===== src/rtl/rotate_pkg.sv =====
// rtl/rotate_pkg.sv - shared CORDIC tables, gain, FSM encoding and stream type codes
// for rotate_angle_gen and rotate_cordic_step.
`ifndef DTYPE_WIDTH
`define DTYPE_WIDTH 4
`endif
`ifndef DTYPE_FRAME_START
`define DTYPE_FRAME_START 4'h1
`endif
`ifndef DTYPE_FRAME_END
`define DTYPE_FRAME_END 4'h2
`endif

package rotate_pkg;

  typedef enum logic [1:0] {
    ST_IDLE = 2'd0,
    ST_INIT = 2'd1,
    ST_ITER = 2'd2,
    ST_DONE = 2'd3
  } cordic_state_t;

  // atan(2^-i) with a full circle of 2^32 counts; rescaled to the build's z width on use
  localparam logic [31:0] ATAN_TBL [16] = '{
    32'h20000000, 32'h12E4051E, 32'h09FB385B, 32'h051111D4,
    32'h028B0D43, 32'h0145D7E1, 32'h00A2F61E, 32'h00517C55,
    32'h0028BE53, 32'h00145F2F, 32'h000A2F98, 32'h000517CC,
    32'h00028BE6, 32'h000145F3, 32'h0000A2FA, 32'h0000517D
  };

  // 0.607253 in Q31
  localparam logic [31:0] CORDIC_GAIN_Q31 = 32'd1304065888;

  function automatic logic [31:0] atan_scaled(input logic [3:0] idx, input int zbits);
    logic [31:0] v;
    v = ATAN_TBL[idx];
    return (v + (32'd1 << (31 - zbits))) >> (32 - zbits);
  endfunction

  function automatic logic [31:0] gain_scaled(input int frac_bits);
    return (CORDIC_GAIN_Q31 + (32'd1 << (30 - frac_bits))) >> (31 - frac_bits);
  endfunction

endpackage


===== src/rtl/rotate_cordic_step.sv =====
// rtl/rotate_cordic_step.sv - one combinational CORDIC micro-rotation in rotation mode;
// z holds angle counts with a full circle of 2^ZW.
module rotate_cordic_step
  import rotate_pkg::*;
#(
  parameter int XW = 17,
  parameter int ZW = 14
) (
  input  logic signed [XW-1:0] i_x,
  input  logic signed [XW-1:0] i_y,
  input  logic signed [ZW-1:0] i_z,
  input  logic [3:0]           i_i,
  output logic signed [XW-1:0] o_x,
  output logic signed [XW-1:0] o_y,
  output logic signed [ZW-1:0] o_z
);

  logic signed [XW-1:0] w_xs;
  logic signed [XW-1:0] w_ys;
  logic signed [ZW-1:0] w_atan;

  assign w_xs   = i_x >>> i_i;
  assign w_ys   = i_y >>> i_i;
  assign w_atan = ZW'(atan_scaled(i_i, ZW));

  always_comb begin
    if (!i_z[ZW-1]) begin
      o_x = i_x - w_ys;
      o_y = i_y + w_xs;
      o_z = i_z - w_atan;
    end else begin
      o_x = i_x + w_ys;
      o_y = i_y - w_xs;
      o_z = i_z + w_atan;
    end
  end

endmodule


===== src/rtl/rotate_angle_gen.sv =====
// rtl/rotate_angle_gen.sv - iterative CORDIC sin/cos generator that commits only between frames.
// ROTATE_ANGLE_GEN_ROUND_EN selects round-half-up instead of truncation in the DONE stage.
module rotate_angle_gen
  import rotate_pkg::*;
#(
  parameter int ANGLE_WIDTH = 10,
  parameter int OUT_WIDTH   = 12,
  parameter int ITERATIONS  = 12,
  parameter int GUARD       = 4
) (
  input  logic                        clk,
  input  logic                        reset,
  input  logic                        enable,
  input  logic [ANGLE_WIDTH-1:0]      angle,
  input  logic                        load,
  input  logic                        dvi,
  input  logic [`DTYPE_WIDTH-1:0]     dtypei,
  output logic                        busy,
  output logic                        pending,
  output logic                        updated,
  output logic signed [OUT_WIDTH-1:0] sin_theta,
  output logic signed [OUT_WIDTH-1:0] cos_theta
);

  localparam int XW = OUT_WIDTH + GUARD + 1;
  localparam int ZW = ANGLE_WIDTH + GUARD;
  localparam logic signed [XW-1:0]        K_INIT    = XW'(gain_scaled(OUT_WIDTH - 2 + GUARD));
  localparam logic signed [OUT_WIDTH-1:0] COS_RESET = OUT_WIDTH'(2 ** (OUT_WIDTH - 2));
  localparam logic signed [XW:0]          SAT_HI    = (XW+1)'(2 ** (OUT_WIDTH - 1) - 1);
  localparam logic signed [XW:0]          SAT_LO    = -SAT_HI;
  localparam logic signed [XW:0]          RND_HALF  = (XW+1)'(2 ** (GUARD - 1));
  localparam logic [3:0]                  ITER_LAST = 4'(ITERATIONS - 1);

  cordic_state_t r_state, w_next_state;
  logic [ANGLE_WIDTH-1:0]      r_angle;
  logic signed [XW-1:0]        r_x, r_y, w_x0, w_y0, w_x_step, w_y_step;
  logic signed [ZW-1:0]        r_z, w_z0, w_z_step;
  logic [3:0]                  r_iter;
  logic                        r_in_frame, r_pending, r_updated;
  logic signed [OUT_WIDTH-1:0] r_sin, r_cos, r_hold_sin, r_hold_cos, w_res_sin, w_res_cos;
  logic                        w_frame_start, w_frame_end, w_trigger;

  function automatic logic signed [OUT_WIDTH-1:0] to_out(input logic signed [XW-1:0] v);
    logic signed [XW:0] t;
    t = {v[XW-1], v};
`ifdef ROTATE_ANGLE_GEN_ROUND_EN
    t = t + RND_HALF;
`endif
    t = t >>> GUARD;
    if (t > SAT_HI)      return SAT_HI[OUT_WIDTH-1:0];
    else if (t < SAT_LO) return SAT_LO[OUT_WIDTH-1:0];
    else                 return t[OUT_WIDTH-1:0];
  endfunction

  assign w_frame_start = dvi && (dtypei == `DTYPE_FRAME_START);
  assign w_frame_end   = dvi && (dtypei == `DTYPE_FRAME_END);
  assign w_trigger     = enable && (r_state == ST_IDLE) &&
                         (load || (w_frame_end && (r_angle != angle)));

  // Start vector is (K,0) pre-rotated into the quadrant; z covers the remaining 0..90 degrees.
  always_comb begin
    w_x0 = K_INIT;
    w_y0 = '0;
    case (angle[ANGLE_WIDTH-1 -: 2])
      2'd1:    begin w_x0 = '0;      w_y0 = K_INIT;  end
      2'd2:    begin w_x0 = -K_INIT; w_y0 = '0;      end
      2'd3:    begin w_x0 = '0;      w_y0 = -K_INIT; end
      default: begin w_x0 = K_INIT;  w_y0 = '0;      end
    endcase
  end

  assign w_z0      = ZW'({angle[ANGLE_WIDTH-3:0], {GUARD{1'b0}}});
  assign w_res_sin = to_out(r_y);
  assign w_res_cos = to_out(r_x);

  rotate_cordic_step #(.XW(XW), .ZW(ZW)) u_step (
    .i_x(r_x), .i_y(r_y), .i_z(r_z), .i_i(r_iter),
    .o_x(w_x_step), .o_y(w_y_step), .o_z(w_z_step)
  );

  always_ff @(posedge clk or posedge reset) begin
    if (reset) r_state <= ST_IDLE;
    else       r_state <= w_next_state;
  end

  always_comb begin
    w_next_state = r_state;
    case (r_state)
      ST_IDLE: if (w_trigger) w_next_state = ST_INIT;
      ST_INIT: w_next_state = ST_ITER;
      ST_ITER: if (r_iter == ITER_LAST) w_next_state = ST_DONE;
      ST_DONE: w_next_state = ST_IDLE;
      default: w_next_state = ST_IDLE;
    endcase
  end

  always_ff @(posedge clk or posedge reset) begin
    if (reset) begin
      r_angle    <= '0;
      r_x        <= '0;
      r_y        <= '0;
      r_z        <= '0;
      r_iter     <= '0;
      r_in_frame <= 1'b0;
      r_pending  <= 1'b0;
      r_updated  <= 1'b0;
      r_sin      <= '0;
      r_cos      <= COS_RESET;
      r_hold_sin <= '0;
      r_hold_cos <= '0;
    end else begin
      r_updated <= 1'b0;
      if (w_frame_start)    r_in_frame <= 1'b1;
      else if (w_frame_end) r_in_frame <= 1'b0;

      case (r_state)
        ST_INIT: begin
          r_angle <= angle;
          r_x     <= w_x0;
          r_y     <= w_y0;
          r_z     <= w_z0;
          r_iter  <= '0;
        end
        ST_ITER: begin
          r_x    <= w_x_step;
          r_y    <= w_y_step;
          r_z    <= w_z_step;
          r_iter <= r_iter + 4'd1;
        end
        default: ;
      endcase

      // A held result commits on the frame-end beat even if that beat also starts a new calc.
      if (w_frame_end && r_pending) begin
        r_cos     <= r_hold_cos;
        r_sin     <= r_hold_sin;
        r_updated <= 1'b1;
        r_pending <= 1'b0;
      end else if (w_trigger) begin
        r_pending <= 1'b0;
      end

      if (r_state == ST_DONE) begin
        if (!r_in_frame || w_frame_end) begin
          r_cos     <= w_res_cos;
          r_sin     <= w_res_sin;
          r_updated <= 1'b1;
        end else begin
          r_hold_cos <= w_res_cos;
          r_hold_sin <= w_res_sin;
          r_pending  <= 1'b1;
        end
      end
    end
  end

  assign busy      = (r_state != ST_IDLE);
  assign pending   = r_pending;
  assign updated   = r_updated;
  assign sin_theta = r_sin;
  assign cos_theta = r_cos;

endmodule


===== config.mk =====
export PLATFORM = sky130hd
export DESIGN_NAME = rotate_angle_gen
export DESIGN_NICKNAME = d
export VERILOG_FILES = /design/src/rtl/rotate_pkg.sv /design/src/rtl/rotate_cordic_step.sv /design/src/rtl/rotate_angle_gen.sv
export SDC_FILE = /design/constraint.sdc
export NUM_CORES = 1
export LEC_CHECK = 0
export CORE_MARGIN = 2
export CORE_UTILIZATION = 50
export CTS_CLUSTER_DIAMETER = 40
export DETAILED_ROUTE_END_ITERATION = 10
export MAX_ROUTING_LAYER = met4
export PLACE_DENSITY = 0.76
export SETUP_SLACK_MARGIN = 0.05
export SLEW_MARGIN = 0
export SYNTH_ARGS = -nofsm -noshare
export SYNTH_HDL_FRONTEND = slang
export SYNTH_HIERARCHICAL = 1
export SYNTH_SLANG_ARGS = --single-unit
export TNS_END_PERCENT = 100

===== constraint.sdc =====
create_clock -name clk -period 10.5 [get_ports clk]
set_clock_uncertainty 0.1 [all_clocks]
set_input_delay 3.15 -clock clk [delete_from_list [all_inputs] [get_ports clk]]
set_output_delay 3.15 -clock clk [all_outputs]
set_load 0.01 [all_outputs]

Word level (Yosys, flattened, before mapping). Memories as Yosys holds them, arrays and structs flattened. Cells that the tools add are included.

Register bits after elaboration: 115. Memories: 1. Logic and storage cells: 92. Output and inout bits: 27. Memory bits (read-only): 512.

Memories: (name not given) (depth 16, width 32, read ports 1, clocked after memory_dff 0, write ports 0, RTL line rotate_pkg.sv:35) `v = ATAN_TBL[idx];`.

Equality and inequality tests: 12. $add $sub $neg: 8. Shifts and indexed selects: 2. Reductions and logical operators: 16. Mux-type cells: 33. Order comparisons: 5. Bitwise operators: 2.

Operators by type and width (count): one-hot mux 17 bit (2 select lines) (4); 2-to-1 mux 12 bit (10); 2-to-1 mux 32 bit (2); adder 17 bit (2); 2-to-1 mux 17 bit (2); >>> shifter 17 x 4 -> 17 bit (2); subtractor 17 bit (2); adder 32 x 18 -> 32 bit (second input constant) (1); one-hot mux 14 bit (2 select lines) (1); greater-than comparator 13 x 12 -> 1 bit (second input constant) (2); < comparator 13 x 12 -> 1 bit (second input constant) (2); adder 14 bit (1); 2-to-1 mux 14 bit (1); subtractor 14 bit (1); inequality test 10 bit (1); 2-to-1 mux 1 bit (9); == test 2 bit (second input constant) (4); one-hot mux 2 bit (4 select lines) (1); one-hot mux 4 bit (2 select lines) (1); logical AND 1 bit (6); nonzero test 2 bit (3); greater-or-equal comparator 5 bit (second input constant) (1); NOT 4 -> 5 bit (1); adder 4 x 1 -> 4 bit (second input constant) (1); other kinds (12) (17).

Longest topological paths before layout. Gate-level depths: netlist of run 1.

Word-level depth: 9. Mapped depth: 25. Depth with buffers taken out: 22.

Hierarchy. Netlist of run 1, hierarchy kept.

By module, submodules not included: rotate_angle_gen (instances 1, seq. area each 2879.0 µm², area each 5292.6 µm², cells each 513); rotate_cordic_step (instances 1, seq. area each 0.0 µm², area each 5146.2 µm², cells each 660).

Worst setup path before layout of run 1. Ideal clock, no wire load.

Kind: register to register. From: register r_iter[0]. To: register r_y[15]. Setup time: 137 ps. Path buffers: 2. Required time: 10263 ps. Stages on the path, launching flop included: 21. Data arrival time: 4368 ps. Setup slack: 5895 ps. Path through: dfrtp_1 buf_6 buf_12 mux4_2 mux2_2 nand2_1 o21ai_1 inv_1 ha_1 and2_1 a21oi_1 xnor2_1 ha_1 or3_1 o311ai_0 a21oi_1 or3b_2 o31a_1 xor2_1 a21oi_1 a21oi_1.

Longest elaborated chain between the ends: 4. Elaborated cells between the ends (all ways): 5.

Ends and longest elaborated chain: start: declaration (RTL line rotate_angle_gen.sv:38) `logic [3:0] r_iter;`; start signal: assignment (RTL line rotate_angle_gen.sv:128) `r_iter <= r_iter + 4'd1;`; >>> shifter 17 x 4 -> 17 bit (*) (RTL line rotate_cordic_step.sv:22) `assign w_xs = i_x >>> i_i;`; adder 17 bit or subtractor 17 bit (tied branches) (RTL line rotate_cordic_step.sv:29, rotate_cordic_step.sv:33); 2-to-1 mux 17 bit (*) (RTL line rotate_cordic_step.sv:27) `if (!i_z[ZW-1]) begin`; net w_y_step[15] (RTL line rotate_angle_gen.sv:36) `logic signed [XW-1:0] r_x, r_y, w_x0, w_y0, w_x_step, w_y_step;`; one-hot mux 17 bit (2 select lines) (*) (RTL line rotate_angle_gen.sv:116) `case (r_state)`; end signal: assignment (RTL line rotate_angle_gen.sv:120) `r_y <= w_y0;`; end signal: assignment (RTL line rotate_angle_gen.sv:126) `r_y <= w_y_step;`; end: declaration (RTL line rotate_angle_gen.sv:36).

Mark *: on every way through the listed nets, which the timed path passes. The rest lies on a longest branch. A chain may end at the register's enable or synchronous reset.

Final worst setup path of run 1.
From: register r_iter[3]. To: register r_y[15].

The elaborated chain is that of the path after synthesis.

==> run summary, run 1 <==
total of fill cells in the finished design: 1811
Register-to-Register Path Depth: 19
setup repair after global routing missed its margin: no
worst slack at placement: 4.98 ns
CTS tree: done
CTS Root Buffer Type: sky130_fd_sc_hd__clkbuf_16
total CTS buffers: 17
cts hold-fix bufs: 0
Port Buf Inserts: 45
slew at the pin closest to its max-slew limit: 1.05 ns
sort of element at the start of the critical path: flop
initial antenna violation count: 0
overflow left after global routing: 0
count of placed standard cells in the final layout, fillers left out: 1465
met3 wire length: 1530 um
routed wire length per instance: 17.8 um
Worst Setup End Kind: flop
Hold/Removal Path Class: reg2reg
number of synthesized flops with an enable pin: 0
Final Critical Period: 5.73 ns
gr usage total: 24.8%
Initial Util: 51.3%
clock-pin transition on the worst setup and hold timing paths: 0.06 ns
uppermost routed layer: met4
H-tree depth reported by CTS: 4
count of placed standard cells including taps: 1433
die width: 148 um
Finish-stage setup viols: 0
weighted congestion at the end of routability-driven global placement: 0.932
CP arrival: 5.90 ns
register-to-register path setup slack: 4.77 ns
final setup slack of the worst path: 4.77 ns
wire length of the first global-routing pass: 42800 um
CP Launch Point: r_iter[3]
number of sinks handled by clock tree synthesis: 115
max-cap viol count: 0
DRC violations left: 0
CTS resizes: 0
worst reg2reg path endpoint: r_y[15]
remaining number of nets flagged by the antenna check after routing: 0
max-slew violation count: 0
Max Buffers Root-to-Sink: 2
WS Path Type: reg2reg
sequential-to-total area share from yosys stat: 27.6%
CP endpoint: r_y[15]
post-synthesis cell area: 10400 um^2
vias in the first global route: 8559
Synth warnings: 6
total I/O pin count: 46
Initial DRT Pass Iterations: 5
Syn-to-layout area delta: 10.5%
average footprint of a synthesized cell: 8.90 um^2
DR iter-0 viols: 716
DP HPWL: 18000 um
Vias: 9077
n_diodes: 0
flops & latches, synth: 115
placed cell areas: 10900 um^2
largest net degree at the start of global routing: 101
hold path startpoint: r_hold_sin[4]
final instance area: 11500 um^2
share of synthesized flip-flops with an asynchronous set or reset: 100%
Layout Nets: 1265
die span in y: 148 um
highest clock rate: 174 MHz
Die Footprint: 22000 um^2
startpoint of the worst register-to-register path: r_iter[3]
unique cell type count in the Yosys netlist: 90
biggest fanout along the worst timing path: 49
share of the clock period used by the worst path after layout: 54.6%
multi-input gate area in the final layout: 6990 um^2
placeable core area: 20400 um^2
result of the run: complete, no violations
total wire length: 26200 um
area of all sequential standard cells: 2880 um^2
syn nets: 1256
post-CTS setup buffers: 0
relative slew slack: 29.6%
site row count: 52
per-cell via count in the routed design: 6.20
primary flip-flop cell chosen by synthesis mapping: sky130_fd_sc_hd__dfrtp_1
fraction of layout cells with a size suffix above 1: 11.2%
WP data required: 10.66 ns
sum of met2 wire segment lengths after detailed routing: 12700 um
endpoints failing hold: 0
Cells after Synth: 1173
total negative slack: 0 ns
worst skew pair latency: 0.42 ns
Routed met1 length: 11200 um
[worst max-delay path: stages, from the launching register on]
cell and delay (ns):
sky130_fd_sc_hd__dfrtp_1 0.32, sky130_fd_sc_hd__buf_4 0.43, sky130_fd_sc_hd__clkinv_1 0.62, sky130_fd_sc_hd__mux2_2 0.40, sky130_fd_sc_hd__nand2_1 0.05, sky130_fd_sc_hd__o21ai_1 0.28
sky130_fd_sc_hd__inv_1 0.11, sky130_fd_sc_hd__ha_1 0.30, sky130_fd_sc_hd__mux2i_1 0.25, sky130_fd_sc_hd__ha_1 0.28, sky130_fd_sc_hd__nor2b_1 0.12, sky130_fd_sc_hd__o21ai_0 0.21
sky130_fd_sc_hd__a21oi_1 0.15, sky130_fd_sc_hd__o311ai_0 0.63, sky130_fd_sc_hd__a21oi_1 0.15, sky130_fd_sc_hd__or3b_2 0.51, sky130_fd_sc_hd__o31a_1 0.27, sky130_fd_sc_hd__xor2_1 0.14
sky130_fd_sc_hd__a21oi_1 0.15, sky130_fd_sc_hd__a21oi_1 0.08
[layer usage]
metal  vias to the layer above  track usage [%]
li1                       4274                -
met1                      4397             30.9
met2                       345             40.5
met3                        61             4.20
met4                         0             9.43
met5                         -                -
[cell usage in the layout (no fill, tap or decap), types with 6 or more instances in the layout]
| cell type | count |
|---|---|
| sky130_fd_sc_hd__ha_1 | 59 |
| sky130_fd_sc_hd__clkdlybuf4s50_1 | 45 |
| sky130_fd_sc_hd__mux2_2 | 27 |
| sky130_fd_sc_hd__xor2_1 | 35 |
| sky130_fd_sc_hd__and3_1 | 9 |
| sky130_fd_sc_hd__nand2_1 | 76 |
| sky130_fd_sc_hd__o21a_1 | 11 |
| sky130_fd_sc_hd__nor3_1 | 22 |
| sky130_fd_sc_hd__buf_4 | 10 |
| sky130_fd_sc_hd__and2_1 | 11 |
| sky130_fd_sc_hd__xnor2_1 | 60 |
| sky130_fd_sc_hd__a21oi_1 | 141 |
| sky130_fd_sc_hd__nor2b_1 | 11 |
| sky130_fd_sc_hd__clkbuf_16 | 17 |
| sky130_fd_sc_hd__nand2b_1 | 18 |
| sky130_fd_sc_hd__mux4_2 | 27 |
| sky130_fd_sc_hd__nor4_1 | 9 |
| sky130_fd_sc_hd__nor2_1 | 118 |
| sky130_fd_sc_hd__o21ai_0 | 78 |
| sky130_fd_sc_hd__a31oi_1 | 20 |
| sky130_fd_sc_hd__a211oi_1 | 8 |
| sky130_fd_sc_hd__inv_1 | 49 |
| sky130_fd_sc_hd__mux2i_1 | 71 |
| sky130_fd_sc_hd__dfrtp_1 | 113 |
| sky130_fd_sc_hd__nand3_1 | 14 |
| sky130_fd_sc_hd__a21o_1 | 8 |
| sky130_fd_sc_hd__o21ai_1 | 6 |
[kinds of logic after synthesis]
kind of cell | after synthesis | share of synthesized area (%)
adder cells (fa/ha/maj) | 64 | 7.89
AO/OA/AOI/OAI | 328 | 18.8
buffers and inverters | 116 | 5.63
AND/OR/NAND/NOR | 323 | 15.3
multiplexers | 131 | 16.7
flip-flops | 115 | 27.6
XOR/XNOR | 96 | 8.13
[registers in the layout, summed over array words and instances (netlist names)]
name and flops:
r_x 17, r_y 17, r_z 14, cos_theta 12, r_hold_cos 12, r_hold_sin 12
sin_theta 12, r_angle 10, r_iter 4, r_state 2, pending 1, r_in_frame 1
updated 1
[synth_stat cells, drive strengths merged, types with 4 or more instances]
master | n | share of area [%]
o22ai | 4 | 0.24
a21o | 8 | 0.58
dfrtp | 114 | 27
mux2i | 71 | 6.8
nand3 | 14 | 0.67
o21a | 11 | 0.79
o211ai | 5 | 0.36
or2 | 5 | 0.30
nand2 | 76 | 2.7
and3 | 12 | 0.83
a31oi | 21 | 1.3
mux2 | 30 | 3.3
xnor2 | 61 | 5.2
and2 | 12 | 0.74
xor2 | 35 | 2.9
o21ai | 85 | 4.1
a211oi | 8 | 0.58
mux4 | 30 | 6.6
nor3b | 5 | 0.46
a31o | 7 | 0.59
nor2 | 120 | 4.4
nor2b | 11 | 0.66
o21bai | 5 | 0.36
ha | 61 | 7.3
a21oi | 143 | 6.9
buf | 38 | 2.8
nor3 | 23 | 1.2
nor4 | 11 | 0.86
clkbuf | 27 | 0.97
inv | 50 | 1.8
nand2b | 18 | 1.1
[area by class of cell]
cell class | instances | share of cell area, %
clock buffer | 18 | 3.72
clock inverter | 14 | 1.54
inverter | 51 | 1.68
multi-input combinational | 942 | 60.6
sequential | 115 | 25.0
tap | 270 | 2.93
timing repair buffer | 55 | 4.56
[metrics by stage]
step | util (%) | hold slack, ns
after global routing | 56.6 | 0.401
after detailed placement | 53.6 | 0.372
after global placement | 53.6 | 0.361
after floorplan | - | 0.349
after CTS | 56.6 | 0.386
final | 56.6 | 0.382
[worst min-delay path by stage]
stage,endpoint,slack (ns),depth (start not counted)
global placement,r_hold_cos[3],0.36,2
global route,r_hold_cos[6],0.40,2
CTS,r_hold_sin[8],0.39,2
floorplan,r_hold_sin[10],0.35,2
finish,r_hold_sin[4],0.38,2
detailed placement,r_hold_sin[4],0.37,2
Power of run 1 is left out: the tool's default activity adds up to more than one toggle a clock period on the data nets, which glitch-free logic cannot reach.
==> run 2, diff against run 1 <==
==> constraint.sdc (replaced) <==
create_clock -name clk -period 5.53 [get_ports clk]
set_clock_uncertainty 0.1 [all_clocks]
set_input_delay 1.659 -clock clk [delete_from_list [all_inputs] [get_ports clk]]
set_output_delay 1.659 -clock clk [all_outputs]
set_load 0.01 [all_outputs]
==> run summary, run 2 (synthesis gave the netlist of run 1 again) <==
vias in the first global route: 8578 (+0.22%)
number of sinks handled by clock tree synthesis: 115 (unchanged)
Max Buffers Root-to-Sink: 2 (unchanged)
count of placed standard cells in the final layout, fillers left out: 1485 (+1.4%)
highest clock rate: 199 MHz (+14%)
n_diodes: 0 (unchanged)
Syn-to-layout area delta: 12.1%
total I/O pin count: 46 (unchanged)
WP data required: 5.72 ns (-4.94 ns)
CTS Root Buffer Type: sky130_fd_sc_hd__clkbuf_16
final instance area: 11700 um^2 (+1.4%)
WS Path Type: reg2reg
list of cells traversed by the critical path: inv_1, ha_1, nand2b_1, a31oi_1, ha_1, inv_1, xnor2_1, ha_1, nor2_1, xor2_1, xnor2_1, ha_1, a21o_1, a21oi_1, nor2b_1, o21a_1, nor3_1, o31ai_1, o41ai_1, xnor2_1, nand2_1, o21ai_0
Final Critical Period: 5.02 ns (-0.710 ns)
total CTS buffers: 17 (unchanged)
setup repair after global routing missed its margin: no
commonest cells after routing, fill and taps aside: sky130_fd_sc_hd__a21oi_1, sky130_fd_sc_hd__nor2_1, sky130_fd_sc_hd__dfrtp_1
initial antenna violation count: 0 (unchanged)
leading registers by flop count: r_x (17), r_y (17), r_z (14)
Port Buf Inserts: 45 (unchanged)
die width: 148 um (unchanged)
slowest CP cell: sky130_fd_sc_hd__dfrtp_4
routed wire length per instance: 17.9 um (about the same)
post-CTS setup buffers: 0 (unchanged)
die span in y: 148 um (unchanged)
largest net degree at the start of global routing: 62 (-39%)
Vias: 8998 (-0.87%)
most common library cell in the layout ignoring fill and taps: sky130_fd_sc_hd__a21oi_1
Hold/Removal Path Class: reg2reg
relative slew slack: 30.6% (+0.94 points)
Initial Util: 51.3% (unchanged)
per-cell via count in the routed design: 6.06 (-2.2%)
sort of element at the start of the critical path: flop
result of the run: complete, no violations
endpoints failing hold: 0 (unchanged)
worst hold path cell count: 2 (unchanged)
clock-pin transition on the worst setup and hold timing paths: 0.06 ns (about the same)
Layout Nets: 1285 (+1.6%)
DP HPWL: 19200 um (+6.2%)
worst skew pair latency: 0.43 ns (about the same)
CTS resizes: 0 (unchanged)
wire length of the first global-routing pass: 44100 um (+3.1%)
total negative slack: 0 ns (unchanged)
Finish-stage setup viols: 0 (unchanged)
Initial DRT Pass Iterations: 5 (unchanged)
placeable core area: 20400 um^2 (unchanged)
total wire length: 26500 um (+1.4%)
gr usage total: 25.6% (+0.84 points)
max-cap viol count: 0 (unchanged)
DR iter-0 viols: 676 (-5.6%)
CP arrival: 5.21 ns (-0.69 ns)
weighted congestion at the end of routability-driven global placement: 0.970 (+4.0%)
Worst Setup End Kind: flop
fraction of the core area covered by cells at the end of the flow: 57.4% (+0.82 points)
overflow left after global routing: 0 (unchanged)
slew at the pin closest to its max-slew limit: 1.03 ns (-0.0181 ns)
CTS tree: done
Die Footprint: 22000 um^2 (unchanged)
share of the clock period used by the worst path after layout: 90.8% (+36 points)
most prevalent standard cell on the critical path: sky130_fd_sc_hd__ha_1
Crit path largest cell delay: 0.60 ns (-0.03 ns)
fraction of layout cells with a size suffix above 1: 12.9% (+1.7 points)
cts hold-fix bufs: 0 (unchanged)
site row count: 52 (unchanged)
DRC violations left: 0 (unchanged)
total of fill cells in the finished design: 1812 (+0.055%)
Register-to-Register Path Depth: 22 (+3)
biggest fanout along the worst timing path: 19 (-61%)
max-slew violation count: 0 (unchanged)
H-tree depth reported by CTS: 4 (unchanged)
count of placed standard cells including taps: 1453 (+1.4%)
remaining number of nets flagged by the antenna check after routing: 0 (unchanged)
placed cell areas: 11100 um^2 (+1.6%)
==> run 2: cell types whose count changed in the layout (fill, tap and decap cells not counted), sizes merged <==
cell | previous run | this run
clkbuf | 18 | 20
buf | 10 | 30
clkinvlp | 1 | 3
bufinv | 3 | 1
inv | 54 | 55
clkinv | 7 | 4
==> run 2: layer usage <==
metal	vias to the layer above	GRT usage (%)	share of wire (%)
met1	4324	32.5	44
met5	-	-	0
li1	4315	-	-
met4	0	7.90	2.1
met3	46	4.51	5.7
met2	313	42.0	48
==> run 2: final cells by class <==
type | instances | area [um^2] | share of cell area [%]
multi-input combinational | 942 | 7000 | 59.8
sequential | 115 | 2880 | 24.7
timing repair buffer | 75 | 701 | 5.99
clock buffer | 20 | 467 | 3.99
tap | 270 | 338 | 2.89
inverter | 51 | 194 | 1.66
clock inverter | 12 | 119 | 1.02
==> run 2: path summary, 6_finish.rpt <==
check                              start  slack (ns)             to
max reg2reg                    r_iter[0]        0.51        r_z[12]
max in group asynchronous          reset        2.94  cos_theta[10]
min in group asynchronous          reset        1.60   cos_theta[0]
min                        r_hold_sin[3]        0.38  r_hold_sin[3]
min reg2reg                r_hold_sin[3]        0.38  r_hold_sin[3]
max                            r_iter[0]        0.51        r_z[12]
==> run 2: worst max-delay path: cells and delay by family, from the launching register on <==
family                     cells  cell delay [ns]
buffers and inverters          2             0.30
AOI/OAI and AO/OA              7             1.55
adders and majority gates      4             1.16
DFF                            1             0.60
xor gates and xnor gates       4             0.62
and+or+nand+nor                5             0.56
==> run 2: through the flow <==
stage / hold WS, ns / setup WS (ns)
after global placement: 0.361 / 0.521
after global routing: 0.402 / 0.112
after detailed placement: 0.371 / 0.380
after floorplan: 0.349 / 0.729
final: 0.381 / 0.506
after CTS: 0.384 / 0.321
Power of run 2 is left out for the same reason.
==> run 3, diff against run 2 <==
--- a/config.mk
+++ b/config.mk
@@ -10,7 +10,7 @@
 export CTS_CLUSTER_DIAMETER = 40
 export DETAILED_ROUTE_END_ITERATION = 10
 export MAX_ROUTING_LAYER = met4
-export PLACE_DENSITY = 0.76
+export PLACE_DENSITY_LB_ADDON = 0.12
 export SETUP_SLACK_MARGIN = 0.05
 export SLEW_MARGIN = 0
 export SYNTH_ARGS = -nofsm -noshare
==> run summary, run 3 (synthesis gave the netlist of run 1 again) <==
share of the clock period used by the worst path after layout: 91.9% (+1.0 points)
hold path startpoint: r_hold_cos[4]
post-CTS setup buffers: 0 (unchanged)
weighted congestion at the end of routability-driven global placement: 0.959 (-1.1%)
max-slew violation count: 0 (unchanged)
Finish-stage setup viols: 0 (unchanged)
commonest cells after routing, fill and taps aside: sky130_fd_sc_hd__a21oi_1, sky130_fd_sc_hd__nor2_1, sky130_fd_sc_hd__dfrtp_1
wire length of the first global-routing pass: 44600 um (+1.0%)
worst skew pair latency: 0.42 ns (about the same)
total of fill cells in the finished design: 1805 (-0.39%)
relative slew slack: 27.2% (-3.4 points)
Port Buf Inserts: 45 (unchanged)
CP arrival: 5.33 ns (+0.12 ns)
n_diodes: 0 (unchanged)
total negative slack: 0 ns (unchanged)
per-cell via count in the routed design: 5.96 (-1.7%)
Hold/Removal Path Class: reg2reg
Final Critical Period: 5.08 ns (+0.0579 ns)
biggest fanout along the worst timing path: 24 (+5)
die width: 148 um (unchanged)
max-cap viol count: 0 (unchanged)
DP HPWL: 19300 um (+0.70%)
Worst Setup End Kind: flop
fraction of layout cells with a size suffix above 1: 12.9% (about the same)
DRC violations left: 0 (unchanged)
die span in y: 148 um (unchanged)
Initial DRT Pass Iterations: 5 (unchanged)
CTS tree: done
multi-input gate area in the final layout: 7000 um^2 (about the same)
Layout Nets: 1284 (-0.078%)
WS Path Type: reg2reg
number of sinks handled by clock tree synthesis: 115 (unchanged)
CTS resizes: 0 (unchanged)
sort of element at the start of the critical path: flop
highest clock rate: 197 MHz (-1.1%)
total wire length: 26900 um (+1.4%)
cts hold-fix bufs: 0 (unchanged)
endpoints failing hold: 0 (unchanged)
Die Footprint: 22000 um^2 (unchanged)
gr usage total: 26.1% (+0.52 points)
WP data required: 5.78 ns (+0.06 ns)
largest net degree at the start of global routing: 71 (+15%)
overflow left after global routing: 0 (unchanged)
CTS Root Buffer Type: sky130_fd_sc_hd__clkbuf_16
routed wire length per instance: 18.1 um (+1.5%)
remaining number of nets flagged by the antenna check after routing: 0 (unchanged)
leading registers by flop count: r_x (17), r_y (17), r_z (14)
startpoint of the worst register-to-register path: r_iter[0]
total CTS buffers: 17 (unchanged)
CP Launch Point: r_iter[0]
most common library cell in the layout ignoring fill and taps: sky130_fd_sc_hd__a21oi_1
H-tree depth reported by CTS: 4 (unchanged)
initial antenna violation count: 0 (unchanged)
area of all sequential standard cells: 2880 um^2 (unchanged)
clock-pin transition on the worst setup and hold timing paths: 0.06 ns (about the same)
slew at the pin closest to its max-slew limit: 1.09 ns (+0.0546 ns)
setup repair after global routing missed its margin: no
DR iter-0 viols: 652 (-3.6%)
site row count: 52 (unchanged)
final hold slack: 0.379 ns (-0.00155 ns)
Syn-to-layout area delta: 12.1% (about the same)
Max Buffers Root-to-Sink: 2 (unchanged)
result of the run: complete, no violations
Vias: 8840 (-1.8%)
vias in the first global route: 8570 (-0.093%)
Initial Util: 51.3% (unchanged)
placeable core area: 20400 um^2 (unchanged)
total I/O pin count: 46 (unchanged)
==> run 3: cell types whose count changed in the layout (fill, tap and decap cells not counted), sizes merged <==
cell and delta:
inv -2, clkbuf -2, buf -1, bufinv +1, clkinv +3
==> run 3: metal layers <==
layer | vias to the layer above | share of wire (%) | global-route usage (%) | wire length [um]
met2 | 280 | 47 | 41.6 | 12700
li1 | 4304 | - | - | -
met5 | - | 0 | - | 0
met4 | 0 | 2.2 | 8.67 | 592
met3 | 41 | 5.0 | 3.87 | 1340
met1 | 4215 | 46 | 34.5 | 12200
==> run 3: critical path, cell delays in order, from the launching register on <==
cell                        delay [ns]
sky130_fd_sc_hd__dfrtp_4          0.66
sky130_fd_sc_hd__buf_12           0.24
sky130_fd_sc_hd__mux4_2           0.51
sky130_fd_sc_hd__mux2_2           0.31
sky130_fd_sc_hd__mux2i_1          0.25
sky130_fd_sc_hd__and3_1           0.21
sky130_fd_sc_hd__and2_1           0.20
sky130_fd_sc_hd__a21oi_1          0.10
sky130_fd_sc_hd__xnor2_1          0.13
sky130_fd_sc_hd__ha_1             0.30
sky130_fd_sc_hd__o21ai_0          0.16
sky130_fd_sc_hd__o21ai_0          0.37
sky130_fd_sc_hd__nand2_1          0.12
sky130_fd_sc_hd__a2111oi_0        0.66
sky130_fd_sc_hd__nor2_1           0.11
sky130_fd_sc_hd__a21oi_1          0.18
sky130_fd_sc_hd__xnor2_1          0.13
sky130_fd_sc_hd__a21oi_1          0.08
sky130_fd_sc_hd__a21oi_1          0.17
==> run 3: through the flow <==
step                      instance area, um^2  utilization, %  setup WS [ns]  cells
final                                   11700            57.5          0.449   1484
after global routing                    11700            57.5          0.105   1484
after CTS                               11700            57.4          0.300   1484
after detailed placement                11100            54.5          0.327   1452
after global placement                  11100            54.5          0.406   1452
after floorplan                         10400               -          0.729   1173
==> run 3: worst paths after layout <==
path                            endpoint  slack [ns]  depth (start not counted)
setup / recovery                 r_x[16]        0.45                         18
setup reg to reg                 r_x[16]        0.45                         18
min in group asynchronous        pending        1.58                          2
max in group asynchronous  cos_theta[10]        2.94                          3
hold / removal             r_hold_cos[4]        0.38                          2
hold reg to reg            r_hold_cos[4]        0.38                          2
==> run 3: layout make-up <==
class / count / share of cell area (%)
Clock inverter: 14 / 1.31
Multi-Input combinational cell: 942 / 59.8
Inverter: 51 / 1.66
Timing Repair Buffer: 74 / 5.92
Clock buffer: 18 / 3.75
Sequential cell: 115 / 24.6
Tap cell: 270 / 2.89
Power of run 3 is left out for the same reason.
